`src/rtl/adc_stimulus_gen.sv`:
```
// Parametrised ADC stand-in: round-robin channel samples on a fixed sample period,
// each with a multi-clock valid strobe and one of four selectable waveforms.
module adc_stimulus_gen #(
   parameter int                    DATA_WIDTH   = 12,
   parameter int                    NOISE_BITS   = 5,
   parameter int                    NUM_CHANNELS = 4,
   parameter int                    CLK_DIV      = 2000,
   parameter int                    VALID_CYCLES = 1,
   parameter logic [DATA_WIDTH-1:0] BASE_VALUE   = 12'h8C0,
   parameter int                    RAMP_STEP    = 1,
   localparam int                   CH_W         = (NUM_CHANNELS > 1) ? $clog2(NUM_CHANNELS) : 1
) (
   input  logic                  MAX10_CLK1_50,
   input  logic                  reset_n,
   input  logic                  enable,
   input  logic [1:0]            mode,
   output logic                  response_valid_out,
   output logic [CH_W-1:0]       channel_out,
   output logic [DATA_WIDTH-1:0] ADC_out
);

   localparam int DIV_W  = (CLK_DIV > 1) ? $clog2(CLK_DIV) : 1;
   localparam int VC_W   = (VALID_CYCLES > 1) ? $clog2(VALID_CYCLES) : 1;
   localparam int STEP_W = DATA_WIDTH + CH_W + 1;

   localparam logic [DIV_W-1:0]      WAIT_LAST = DIV_W'(CLK_DIV - VALID_CYCLES - 1);
   localparam logic [VC_W-1:0]       VC_LAST   = VC_W'(VALID_CYCLES - 1);
   localparam logic [CH_W-1:0]       CH_LAST   = CH_W'(NUM_CHANNELS - 1);
   localparam logic [DATA_WIDTH-1:0] STEP_D    = DATA_WIDTH'(RAMP_STEP);
   localparam logic [DATA_WIDTH-1:0] MAX_D     = {DATA_WIDTH{1'b1}};
   localparam logic [DATA_WIDTH-1:0] TRI_HI    = MAX_D - STEP_D;

   typedef enum logic [1:0] {
      ST_IDLE = 2'd0,
      ST_WAIT = 2'd1,
      ST_EMIT = 2'd2
   } state_t;

   // Galois form of x^16+x^14+x^13+x^11+1, shifting right.
   function automatic logic [15:0] lfsr_step(input logic [15:0] cur);
      lfsr_step = {1'b0, cur[15:1]} ^ (cur[0] ? 16'hB400 : 16'h0000);
   endfunction

   state_t                 state_r, state_nxt_s;
   logic [DIV_W-1:0]       div_cnt_r, div_nxt_s;
   logic [VC_W-1:0]        vcnt_r, vcnt_nxt_s;
   logic                   valid_r, valid_nxt_s;
   logic                   load_s, advance_s;
   logic [CH_W-1:0]        ch_ptr_r, ch_r;
   logic [DATA_WIDTH-1:0]  adc_r;

   logic [NOISE_BITS-1:0]  noise_cnt_r [NUM_CHANNELS];
   logic [DATA_WIDTH-1:0]  ramp_acc_r  [NUM_CHANNELS];
   logic [DATA_WIDTH-1:0]  tri_acc_r   [NUM_CHANNELS];
   logic [NUM_CHANNELS-1:0] tri_down_r;
   logic [15:0]            lfsr_r;

   logic [NOISE_BITS-1:0]  noise_nxt_s;
   logic [DATA_WIDTH-1:0]  step_s, ramp_nxt_s, tri_nxt_s, sample_s;
   logic                   tri_down_nxt_s;
   logic [15:0]            lfsr_nxt_s;

   // FSM state register.
   always_ff @(posedge MAX10_CLK1_50) begin
      if (!reset_n) begin
         state_r <= ST_IDLE;
      end else begin
         state_r <= state_nxt_s;
      end
   end

   // FSM next-state, period/strobe counters and load/advance strobes.
   always_comb begin
      state_nxt_s = state_r;
      div_nxt_s   = div_cnt_r;
      vcnt_nxt_s  = vcnt_r;
      valid_nxt_s = valid_r;
      load_s      = 1'b0;
      advance_s   = 1'b0;
      case (state_r)
         ST_IDLE: begin
            if (enable) begin
               state_nxt_s = ST_WAIT;
               div_nxt_s   = {DIV_W{1'b0}};
            end else begin
               valid_nxt_s = 1'b0;
            end
         end
         ST_WAIT: begin
            if (!enable) begin
               state_nxt_s = ST_IDLE;
               div_nxt_s   = {DIV_W{1'b0}};
            end else if (div_cnt_r == WAIT_LAST) begin
               state_nxt_s = ST_EMIT;
               load_s      = 1'b1;
               valid_nxt_s = 1'b1;
               vcnt_nxt_s  = {VC_W{1'b0}};
            end else begin
               div_nxt_s = div_cnt_r + DIV_W'(1'b1);
            end
         end
         ST_EMIT: begin
            if (vcnt_r == VC_LAST) begin
               // A strobe already started always completes, even with enable low.
               state_nxt_s = enable ? ST_WAIT : ST_IDLE;
               valid_nxt_s = 1'b0;
               div_nxt_s   = {DIV_W{1'b0}};
               advance_s   = 1'b1;
            end else begin
               vcnt_nxt_s = vcnt_r + VC_W'(1'b1);
            end
         end
         default: begin
            state_nxt_s = ST_IDLE;
            valid_nxt_s = 1'b0;
            div_nxt_s   = {DIV_W{1'b0}};
         end
      endcase
   end

   // Candidate next generator values for the current channel, one per mode.
   always_comb begin
      noise_nxt_s    = noise_cnt_r[ch_ptr_r] + NOISE_BITS'(1'b1);
      step_s         = DATA_WIDTH'(STEP_W'(RAMP_STEP) * (STEP_W'(ch_ptr_r) + STEP_W'(1'b1)));
      ramp_nxt_s     = ramp_acc_r[ch_ptr_r] + step_s;
      lfsr_nxt_s     = lfsr_step(lfsr_r);
      tri_nxt_s      = tri_acc_r[ch_ptr_r];
      tri_down_nxt_s = tri_down_r[ch_ptr_r];
      if (!tri_down_r[ch_ptr_r]) begin
         if (tri_acc_r[ch_ptr_r] > TRI_HI) begin
            tri_nxt_s      = MAX_D;
            tri_down_nxt_s = 1'b1;
         end else begin
            tri_nxt_s = tri_acc_r[ch_ptr_r] + STEP_D;
         end
      end else begin
         if (tri_acc_r[ch_ptr_r] < STEP_D) begin
            tri_nxt_s      = {DATA_WIDTH{1'b0}};
            tri_down_nxt_s = 1'b0;
         end else begin
            tri_nxt_s = tri_acc_r[ch_ptr_r] - STEP_D;
         end
      end
      case (mode)
         2'd0:    sample_s = {BASE_VALUE[DATA_WIDTH-1:NOISE_BITS], noise_nxt_s};
         2'd1:    sample_s = ramp_nxt_s;
         2'd2:    sample_s = {BASE_VALUE[DATA_WIDTH-1:NOISE_BITS], lfsr_nxt_s[NOISE_BITS-1:0]};
         2'd3:    sample_s = tri_nxt_s;
         default: sample_s = {DATA_WIDTH{1'b0}};
      endcase
   end

   // Counters, registered outputs and per-channel generator state.
   always_ff @(posedge MAX10_CLK1_50) begin
      if (!reset_n) begin
         div_cnt_r  <= {DIV_W{1'b0}};
         vcnt_r     <= {VC_W{1'b0}};
         valid_r    <= 1'b0;
         ch_ptr_r   <= {CH_W{1'b0}};
         ch_r       <= {CH_W{1'b0}};
         adc_r      <= {DATA_WIDTH{1'b0}};
         tri_down_r <= {NUM_CHANNELS{1'b0}};
         lfsr_r     <= 16'hACE1;
         for (int i = 0; i < NUM_CHANNELS; i++) begin
            noise_cnt_r[i] <= {NOISE_BITS{1'b0}};
            ramp_acc_r[i]  <= {DATA_WIDTH{1'b0}};
            tri_acc_r[i]   <= {DATA_WIDTH{1'b0}};
         end
      end else begin
         div_cnt_r <= div_nxt_s;
         vcnt_r    <= vcnt_nxt_s;
         valid_r   <= valid_nxt_s;
         if (load_s) begin
            adc_r <= sample_s;
            ch_r  <= ch_ptr_r;
            // Only the selected mode's generator moves on this sample.
            case (mode)
               2'd0: noise_cnt_r[ch_ptr_r] <= noise_nxt_s;
               2'd1: ramp_acc_r[ch_ptr_r]  <= ramp_nxt_s;
               2'd2: lfsr_r                <= lfsr_nxt_s;
               2'd3: begin
                  tri_acc_r[ch_ptr_r]  <= tri_nxt_s;
                  tri_down_r[ch_ptr_r] <= tri_down_nxt_s;
               end
               default: ;
            endcase
         end
         if (advance_s) begin
            ch_ptr_r <= (ch_ptr_r == CH_LAST) ? {CH_W{1'b0}} : ch_ptr_r + CH_W'(1'b1);
         end
      end
   end

   assign response_valid_out = valid_r;
   assign channel_out        = ch_r;
   assign ADC_out            = adc_r;

endmodule

```
`config.mk`:
```
export PLATFORM = sky130hd
export DESIGN_NAME = adc_stimulus_gen
export DESIGN_NICKNAME = d
export VERILOG_FILES = /design/src/rtl/adc_stimulus_gen.sv
export SDC_FILE = /design/constraint.sdc
export NUM_CORES = 1
export LEC_CHECK = 0
export BUFFER_PORTS_ARGS = -buffer_cell sky130_fd_sc_hd__buf_4
export CAP_MARGIN = 40
export CORE_UTILIZATION = 50
export CTS_CLUSTER_DIAMETER = 40
export DETAILED_ROUTE_END_ITERATION = 8
export GPL_TIMING_DRIVEN = 1
export PLACE_DENSITY = 0.77
export SLEW_MARGIN = 20
export SYNTH_ARGS = -nofsm -noshare
export SYNTH_HDL_FRONTEND = slang
export SYNTH_SLANG_ARGS = --single-unit
```
`constraint.sdc`:
```
create_clock -name MAX10_CLK1_50 -period 3.6 [get_ports MAX10_CLK1_50]
set_input_delay 0.9 -clock MAX10_CLK1_50 [delete_from_list [all_inputs] [get_ports MAX10_CLK1_50]]
set_output_delay 0.9 -clock MAX10_CLK1_50 [all_outputs]
set_load 0.005 [all_outputs]
```
After elaboration in Yosys (flattened, before gate mapping)
Memories as Yosys holds them, arrays and structs flattened. A register that Yosys moved wholly into a read port is not among the register bits.
Index checks and enable logic that the tools add are counted.

word-level totals
  bits in latches = 0
  bits of input ports = 5
  RAM bits = 116
  output and inout bits = 15
  memories kept = 3
  memory bits (read-only) = 0
  flip-flop bits (word level) = 51

memories
  memory       words  bits a word  read ports  clocked after memory_dff  wr ports  RTL line  text
  ramp_acc_r   4      12           1           1                         4         53        logic [DATA_WIDTH-1:0] ramp_acc_r [NUM_CHANNELS];
  tri_acc_r    4      12           1           1                         4         54        logic [DATA_WIDTH-1:0] tri_acc_r [NUM_CHANNELS];
  noise_cnt_r  4      5            1           1                         4         52        logic [NOISE_BITS-1:0] noise_cnt_r [NUM_CHANNELS];

operators by class
  add/subtract/negate cells = 8
  $lt $le $gt $ge = 4
  $mul = 0
  div/mod/pow operators = 0
  equality and inequality tests = 14
  reduce and logical (&&, ||, !) cells = 13
  shift-type cells = 0
  bitwise gates (word level) = 1
  muxes and demuxes = 67

operators by type and width
  cell                     count
  $mux W12                 5
  $pmux W12 S4             1
  $mux W11                 4
  $mux W1                  34
  $pmux W11 S3             1
  $mux W2                  14
  $reduce_or A12 Y1        2
  $mux W16                 1
  $xor A15 B16 Y16         1
  $add A12 B1 Y12 const B  1
  $add A12 B3 Y12          1
  $gt A12 B12 Y1 const B   1
  $lt A12 B1 Y1 const B    1
  $sub A12 B1 Y12 const B  1
  $add A11 B1 Y11 const B  1
  $eq A11 B11 Y1 const B   1
  $ne A2 B2 Y1 const B     5
  $reduce_and A3 Y1        3
  $eq A2 B2 Y1 const B     4
  $ne A3 B3 Y1 const B     2
  $pmux W2 S3              1
  $add A5 B1 Y5 const B    1
  $mux W5                  1
  $reduce_or A5 Y1         1
  16 further kinds         19

Logic depth before layout (Yosys ltp)
Gate-level depths: netlist of the first run.

  depth after elaboration = 9
  depth in mapped cells = 14
  mapped depth without buffers = 10

Worst setup path after synthesis of the first run
No wires, ideal clock.

  path kind = in2reg
  from = in enable
  to = mem tri_acc_r[3][0] (enable)
  setup time = 0.400 ns
  path buffers = 2
  data arrival time = 3.098 ns
  required time = 3.200 ns
  stages on the path = 6
  setup slack = 0.102 ns
  cell sequence = nand2_1 or4_1 nand2b_1 clkbuf_1 clkbuf_1 o31ai_1

RTL lines
  what                RTL line  text
  start: declaration  15        input logic enable,
  end: declaration    54

==> reports/qor.tcl, run 1 <==
set qor(outcome) {finished, final reports clean}
set qor(clock.fmax_mhz) 313
set qor(clk_pin_slew_ns) 0.06
set qor(cts_bufs_inserted) 17
set qor(gr-usage-all-layers_pct) 25.1
set qor(powerDensity_nw_per_um2) 439
set qor(post-layout-total-power_mw) 4.08
set qor(fp-row-count) 46
set qor(timing_worst_setup_path_type) {flop to flop}
set qor(internal-power_mw) 3.15
set qor(synthesis.nets) 762
set qor(power_switching_share_pct) 22.7
set qor(fp.dieArea_um2) 17200
set qor(antenna_violating_nets_post_route) 0
set qor(leakage_nw) 3.23
set qor(pin_count) 20
set qor(die_x_um) 131
set qor(final.min_clock_period_ns) 3.19
set qor(pin_count_of_the_biggest_net_entering_global_routing) 51
set qor(clk-insertion-delay-late_ns) 0.43
set qor(synthesis.area_per_instance_um2) 11.2
set qor(timing.final.hold_violations) 0
set qor(timing.hold.worst.class) {flop to flop}
set qor(number_of_drc_violations_after_detailed_routing) 0
set qor(postCtsResizedCells) 0
set qor(tritoncts_num_sinks) 168
set qor(starting_density_pct) 51.9
set qor(place.port_buffers) 19
set qor(path_max_fanout) 10
set qor(synth_enable_flop_cells) 116
set qor(fin_crit_sh_pct) 88.7
set qor(combinational_power_share_pct) 5.7
set qor(worst_ep_required_time_ns) 3.76
set qor(power.ir.vdd_worst_uv) 338
set qor(async_flop_share_pct) 0
set qor(netlist-cell-type-count) 75
set qor(gate_count_of_the_mapped_netlist) 744
set qor(maxCapViolations) 0
set qor(fp.dieH_um) 131
set qor(finish.cell_count_without_fillers) 997
set qor(crit_path_max_incr_delay_ns) 0.60
set qor(avgRoutedWirePerCell_um) 20.3
set qor(area_growth_syn_to_layout_pct) 11.4
set qor(grt_first_pass_wirelength_mm) 31.4
set qor(yosys_most_used_dff) {sky130_fd_sc_hd__edfxtp_1}
set qor(timing.critical_path.cells) {mux4_2, buf_4, inv_1, ha_1, and3_1, a21boi_0, o31ai_2, nor2_1}
set qor(number_of_antenna_violations_at_the_first_check_in_global_routing) 0
set qor(synth-warning-count) 0
set qor(cp.arrival_ns) 3.35
set qor(dpl.cell_count) 965
set qor(first_pass_iters) 5
set qor(placeableCoreArea_um2) 16100
set qor(critical-path-slowest-cell) {sky130_fd_sc_hd__o31ai_2}
set qor(drt-total-wl_mm) 20.3
set qor(detailedPlacementHpwl_mm) 14.2
set qor(ys_seq_elements) 168
set qor(mappedNetlistArea_um2) 8330
set qor(post_route_cells_drive_above_1_share_pct) 16.5
set qor(route.vias.total) 6123
set qor(setup_viol_count_final) 0
set qor(worstSetupStartpointType) {flop}
set qor(slew_violations) 0
set qor(tightestPinTransition_ns) 0.790
set qor(grt_pass1_vias) 5798
set qor(setup_tns_ns) 0
set qor(clock_skew_ns) 0.00545
set qor(num_antenna_cells) 0
set qor(clock_tree.buffer_depth) 2
set qor(power_frac_clock_pct) 41.5
set qor(routabilityCongestion) 0.855
set qor(nNetsFinal) 786
set qor(clock_tree.htree_level_count) 4
set qor(tritoncts) {done}
set qor(drt_iter0_drc) 550
set qor(netSwitchingPower_mw) 0.924
set qor(number_of_vias_per_cell) 6.14
set qor(cts.hold.buffers_added) 0
set qor(rsz0062_at_grt) {false}
set qor(synth_sequential_area_ratio_pct) 54.3
set qor(crit_path_end_kind) {flop}
set qor(slew_headroom_pct) 46.0
set qor(seq_power_share_pct) 52.7
set qor(cts_root_buf) {sky130_fd_sc_hd__clkbuf_16}
set qor(overflow) 0
set qor(post_cts.repair.setup_buffers) 0
-- placed cells by master, fill, tap and decap left out, types with 15 or more instances in the layout --
cell | netlist | routed
sky130_fd_sc_hd__nor2_1 | 147 | 147
sky130_fd_sc_hd__buf_4 | 4 | 44
sky130_fd_sc_hd__edfxtp_1 | 116 | 116
sky130_fd_sc_hd__a21oi_1 | 18 | 18
sky130_fd_sc_hd__nand4_1 | 15 | 15
sky130_fd_sc_hd__inv_1 | 17 | 17
sky130_fd_sc_hd__nand2_1 | 97 | 97
sky130_fd_sc_hd__dfxtp_1 | 52 | 51
sky130_fd_sc_hd__mux4_2 | 29 | 29
sky130_fd_sc_hd__nand3_1 | 22 | 22
sky130_fd_sc_hd__xnor2_1 | 19 | 19
sky130_fd_sc_hd__clkbuf_16 | 0 | 17
-- power by group through the flow --
| stage | sequential (mW) | clock, mW | combinational [mW] |
|---|---|---|---|
| CTS | 2.15 | 1.70 | 0.230 |
| floorplan | 2.18 | 0 | 0.164 |
| detailed placement | 2.19 | 0 | 0.229 |
| finish | 2.15 | 1.69 | 0.234 |
| global placement | 2.19 | 0 | 0.222 |
| global route | 2.16 | 1.76 | 0.249 |
-- Yosys cell counts (3+ instances only) --
master | count | area, µm²
sky130_fd_sc_hd__a21boi_0 | 14 | 105
sky130_fd_sc_hd__edfxtp_1 | 116 | 3480
sky130_fd_sc_hd__nand4_1 | 15 | 93.8
sky130_fd_sc_hd__a31oi_1 | 4 | 25.0
sky130_fd_sc_hd__and3_1 | 8 | 50.1
sky130_fd_sc_hd__and2_1 | 9 | 56.3
sky130_fd_sc_hd__o21ai_0 | 14 | 70.1
sky130_fd_sc_hd__nor2_1 | 147 | 552
sky130_fd_sc_hd__a21oi_1 | 18 | 90.1
sky130_fd_sc_hd__or3_1 | 3 | 18.8
sky130_fd_sc_hd__nand2b_1 | 6 | 37.5
sky130_fd_sc_hd__or2_2 | 3 | 18.8
sky130_fd_sc_hd__nand3_1 | 22 | 110
sky130_fd_sc_hd__buf_6 | 3 | 33.8
sky130_fd_sc_hd__xor2_1 | 11 | 96.3
sky130_fd_sc_hd__o22ai_2 | 4 | 50.1
sky130_fd_sc_hd__inv_1 | 17 | 63.8
sky130_fd_sc_hd__nor3_1 | 8 | 40.0
sky130_fd_sc_hd__dfxtp_1 | 52 | 1040
sky130_fd_sc_hd__mux4_2 | 29 | 653
sky130_fd_sc_hd__xnor2_1 | 19 | 166
sky130_fd_sc_hd__mux2_2 | 3 | 33.8
sky130_fd_sc_hd__ha_1 | 12 | 150
sky130_fd_sc_hd__and4_1 | 3 | 26.3
sky130_fd_sc_hd__buf_4 | 4 | 30.0
sky130_fd_sc_hd__clkbuf_1 | 29 | 109
sky130_fd_sc_hd__nand2_1 | 97 | 364
sky130_fd_sc_hd__nor2b_1 | 5 | 31.3
sky130_fd_sc_hd__mux2i_1 | 7 | 70.1
-- flip-flops by register name (all words and copies together) (netlist names), named ones only --
name,cells
tri_down_r,4
ADC_out,12
state_r,2
lfsr_r,16
tri_acc_r,48
response_valid_out,1
noise_cnt_r,20
div_cnt_r,11
ramp_acc_r,48
ch_ptr_r,2
channel_out,2
-- area by class of cell --
class / count / area [µm²]
sequential: 168 / 4530
tap: 216 / 270
clock inverter: 12 / 103
inverter: 17 / 63.8
multi-input combinational: 520 / 3550
clock buffer: 20 / 437
fill: 1285 / 6780
timing repair buffer: 44 / 330
-- cells by family after synthesis --
| kind of cell | share of synthesized area (%) |
|---|---|
| buffers and inverters | 3.14 |
| adder cells (fa/ha/maj) | 2.04 |
| multiplexers | 9.72 |
| AND/OR/NAND/NOR | 18.4 |
| flip-flops | 54.3 |
| AO/OA/AOI/OAI | 9.28 |
| XOR/XNOR | 3.15 |
-- per-stage QoR --
stage	setup WS, ns	hold WS (ns)	util [%]	area (µm²)
detailed placement	0.322	0.461	54.4	8740
global route	0.183	0.492	57.8	9280
global placement	0.377	0.448	54.4	8740
finish	0.407	0.472	57.8	9280
CTS	0.402	0.475	57.8	9280
floorplan	0.102	0.440	-	8330
-- worst max-delay path: cells and delay by family, from the launching register on --
| family | cells | cell delay, ns |
|---|---|---|
| flops | 1 | 0.57 |
| simple gates | 2 | 0.47 |
| mux | 1 | 0.58 |
| fa+ha+maj | 1 | 0.28 |
| compound gates | 2 | 0.77 |
| buf+inv | 2 | 0.25 |
-- final timing paths --
| path | cells after the start | startpoint | endpoint | slack, ns |
|---|---|---|---|---|
| worst max-delay path | 8 | flop | tri_acc_r[1][10] | 0.41 |
| worst max register to register | 8 | flop | tri_acc_r[1][10] | 0.41 |
| worst min register to register | 1 | state_r[0] | state_r[0] | 0.47 |
| worst min-delay path | 1 | state_r[0] | state_r[0] | 0.47 |
-- metal layers --
| layer | vias up | GRT usage (%) | share of wire (%) |
|---|---|---|---|
| met5 | - | 0 | 0 |
| met3 | 44 | 4.26 | 7.7 |
| met4 | 0 | 10.8 | 2.7 |
| met1 | 3017 | 33.2 | 40 |
| met2 | 318 | 40.9 | 50 |
| li1 | 2744 | - | - |
Note: power is estimated with default switching activity, not from simulation.
==> run 2, diff against run 1 <==
--- a/config.mk
+++ b/config.mk
@@ -7,11 +7,11 @@
 export LEC_CHECK = 0
 export BUFFER_PORTS_ARGS = -buffer_cell sky130_fd_sc_hd__buf_4
 export CAP_MARGIN = 40
-export CORE_UTILIZATION = 50
+export CORE_UTILIZATION = 25
 export CTS_CLUSTER_DIAMETER = 40
 export DETAILED_ROUTE_END_ITERATION = 8
 export GPL_TIMING_DRIVEN = 1
-export PLACE_DENSITY = 0.77
+export PLACE_DENSITY = 0.48
 export SLEW_MARGIN = 20
 export SYNTH_ARGS = -nofsm -noshare
 export SYNTH_HDL_FRONTEND = slang
==> run 2 against run 1 <==
Effect of this change: cell count grew 24%; hold slack lost 0.0077 ns; largest power group unchanged; via count shrank 4.9%; critical path depth is the same; worst setup slack gained 0.019 ns; sequential power is essentially flat; flip-flop and latch count is the same; clock power grew 8%.
==> reports/qor.tcl, run 2 (synthesis results as in run 1) <==
set qor(die_x_um) 185
set qor(timing_worst_setup_path_type) {flop to flop}
set qor(antenna_violating_nets_post_route) 0
set qor(tritoncts) {done}
set qor(postCtsResizedCells) 0
set qor(outcome) {finished, final reports clean}
set qor(crit_path_end_kind) {flop}
set qor(topRoutingLayerUsed) {met4}
set qor(min_path_cells) 2
set qor(cts.hold.buffers_added) 0
set qor(first_pass_iters) 5
set qor(fp-row-count) 66
set qor(post_route_m1_wl_mm) 10.4
set qor(count_of_filler_cells_inserted_in_the_layout) 3428
set qor(fp.dieH_um) 185
set qor(final_common_cell) {sky130_fd_sc_hd__nor2_1}
set qor(cts_root_buf) {sky130_fd_sc_hd__clkbuf_16}
set qor(grt_first_pass_wirelength_mm) 34.5
set qor(number_of_drc_violations_after_detailed_routing) 0
set qor(post_dp_cell_area_um2) 9150
set qor(number_of_vias_per_cell) 4.69
set qor(registers_with_the_highest_flip_flop_counts) {ramp_acc_r (48), tri_acc_r (48), noise_cnt_r (20)}
set qor(overflow) 0
set qor(tritoncts_num_sinks) 168
set qor(grt_pass1_vias) 5765
set qor(timing.final.hold_violations) 0
set qor(route.vias.total) 5825
set qor(post_route_cells_drive_above_1_share_pct) 18.6
set qor(placeableCoreArea_um2) 32700
set qor(power.ir.vdd_worst_uv) 265
set qor(place.port_buffers) 19
set qor(clock_tree.buffer_depth) 2
set qor(setup_viol_count_final) 0
set qor(cp.arrival_ns) 3.34
set qor(clock.fmax_mhz) 315
set qor(wl_met3_um) 947
set qor(routabilityCongestion) 0.830
set qor(reg2regPathDepth) 8
set qor(slew_headroom_pct) 50.3
set qor(detailedPlacementHpwl_mm) 16.0
set qor(leakage_nw) 3.35
set qor(drt_iter0_drc) 540
set qor(rsz0062_at_grt) {false}
set qor(worst_ep_required_time_ns) 3.76
set qor(clk-insertion-delay-late_ns) 0.43
set qor(post_cts.repair.setup_buffers) 0
set qor(slew_violations) 0
set qor(design_area_um2) 9740
set qor(fin_crit_sh_pct) 88.2
set qor(area_growth_syn_to_layout_pct) 16.9
set qor(path_max_fanout) 16
set qor(num_antenna_cells) 0
set qor(powerDensity_nw_per_um2) 433
set qor(drt-total-wl_mm) 21.9
set qor(cts_bufs_inserted) 17
set qor(timing.hold.worst.class) {flop to flop}
set qor(clock_tree.htree_level_count) 4
set qor(nNetsFinal) 804
set qor(clk_pin_slew_ns) 0.07
set qor(maxCapViolations) 0
set qor(pin_count) 20
set qor(avgRoutedWirePerCell_um) 17.7
set qor(starting_density_pct) 25.5
set qor(number_of_antenna_violations_at_the_first_check_in_global_routing) 0
set qor(final.min_clock_period_ns) 3.17
set qor(worstSetupStartpointType) {flop}
set qor(tightestPinTransition_ns) 0.745
set qor(leading_cell_types_in_the_layout_fill_and_taps_excluded) {sky130_fd_sc_hd__nor2_1 (147), sky130_fd_sc_hd__edfxtp_1 (116), sky130_fd_sc_hd__nand2_1 (97)}
set qor(pin_count_of_the_biggest_net_entering_global_routing) 51
set qor(gr-usage-all-layers_pct) 13.6
set qor(route.met2.wl_mm) 10.2
set qor(fp.dieArea_um2) 34100
set qor(setup_tns_ns) 0
set qor(clock_skew_ns) 0.0111
==> run 2: changes by cell type in the layout (fill, tap and decap cells not counted) <==
cell	before	now
sky130_fd_sc_hd__buf_4	44	61
sky130_fd_sc_hd__bufinv_16	1	2
sky130_fd_sc_hd__clkbuf_1	3	2
sky130_fd_sc_hd__clkinv_1	3	1
sky130_fd_sc_hd__clkinv_4	3	2
sky130_fd_sc_hd__clkinvlp_4	1	2
sky130_fd_sc_hd__dlymetal6s2s_1	0	1
sky130_fd_sc_hd__inv_8	0	2
==> run 2: through the flow <==
stage               std cells  power, mW  worst slack (ns)  hold slack (ns)  utilization (%)
global placement         1208       2.44             0.368            0.455             28.0
finish                   1241       4.22             0.426            0.464             29.8
CTS                      1240       4.25             0.385            0.471             29.8
global route             1241       4.36             0.195            0.492             29.8
floorplan                 744       2.34             0.102            0.440                -
detailed placement       1208       2.44             0.354            0.462             28.0
==> run 2: metal layers <==
| metal | track usage (%) | up-vias |
|---|---|---|
| met1 | 18.8 | 2892 |
| met2 | 21.1 | 135 |
| met4 | 4.93 | 0 |
| met3 | 2.61 | 26 |
| met5 | 0 | - |
| li1 | - | 2772 |
==> run 2: worst paths after layout <==
path         startpoint                end  slack (ns)
max                flop  ramp_acc_r[3][11]        0.43
min           lfsr_r[9]          lfsr_r[8]        0.46
max reg2reg        flop  ramp_acc_r[3][11]        0.43
min reg2reg   lfsr_r[9]          lfsr_r[8]        0.46
==> run 2: layout make-up <==
cell class	count	area, µm²	area share, %
inverter	17	63.8	0.655
clock inverter	13	146	1.50
multi-input combinational	520	3550	36.4
tap	442	553	5.68
sequential	168	4530	46.4
clock buffer	19	433	4.44
timing repair buffer	62	470	4.83
==> run 2: worst max-delay path: stages, from the launching register on <==
cell                      delay (ns)
sky130_fd_sc_hd__dfxtp_2        0.63
sky130_fd_sc_hd__buf_4          0.36
sky130_fd_sc_hd__mux4_2         0.59
sky130_fd_sc_hd__ha_1           0.29
sky130_fd_sc_hd__nor2b_1        0.17
sky130_fd_sc_hd__o21a_1         0.23
sky130_fd_sc_hd__nand3_1        0.11
sky130_fd_sc_hd__xor2_1         0.45
sky130_fd_sc_hd__nor2_1         0.07
==> run 2: power by group <==
group	switching, mW	internal [mW]
logic	0.160	0.0867
registers	0.0257	2.12
clock network	0.789	1.03
total	0.974	3.24
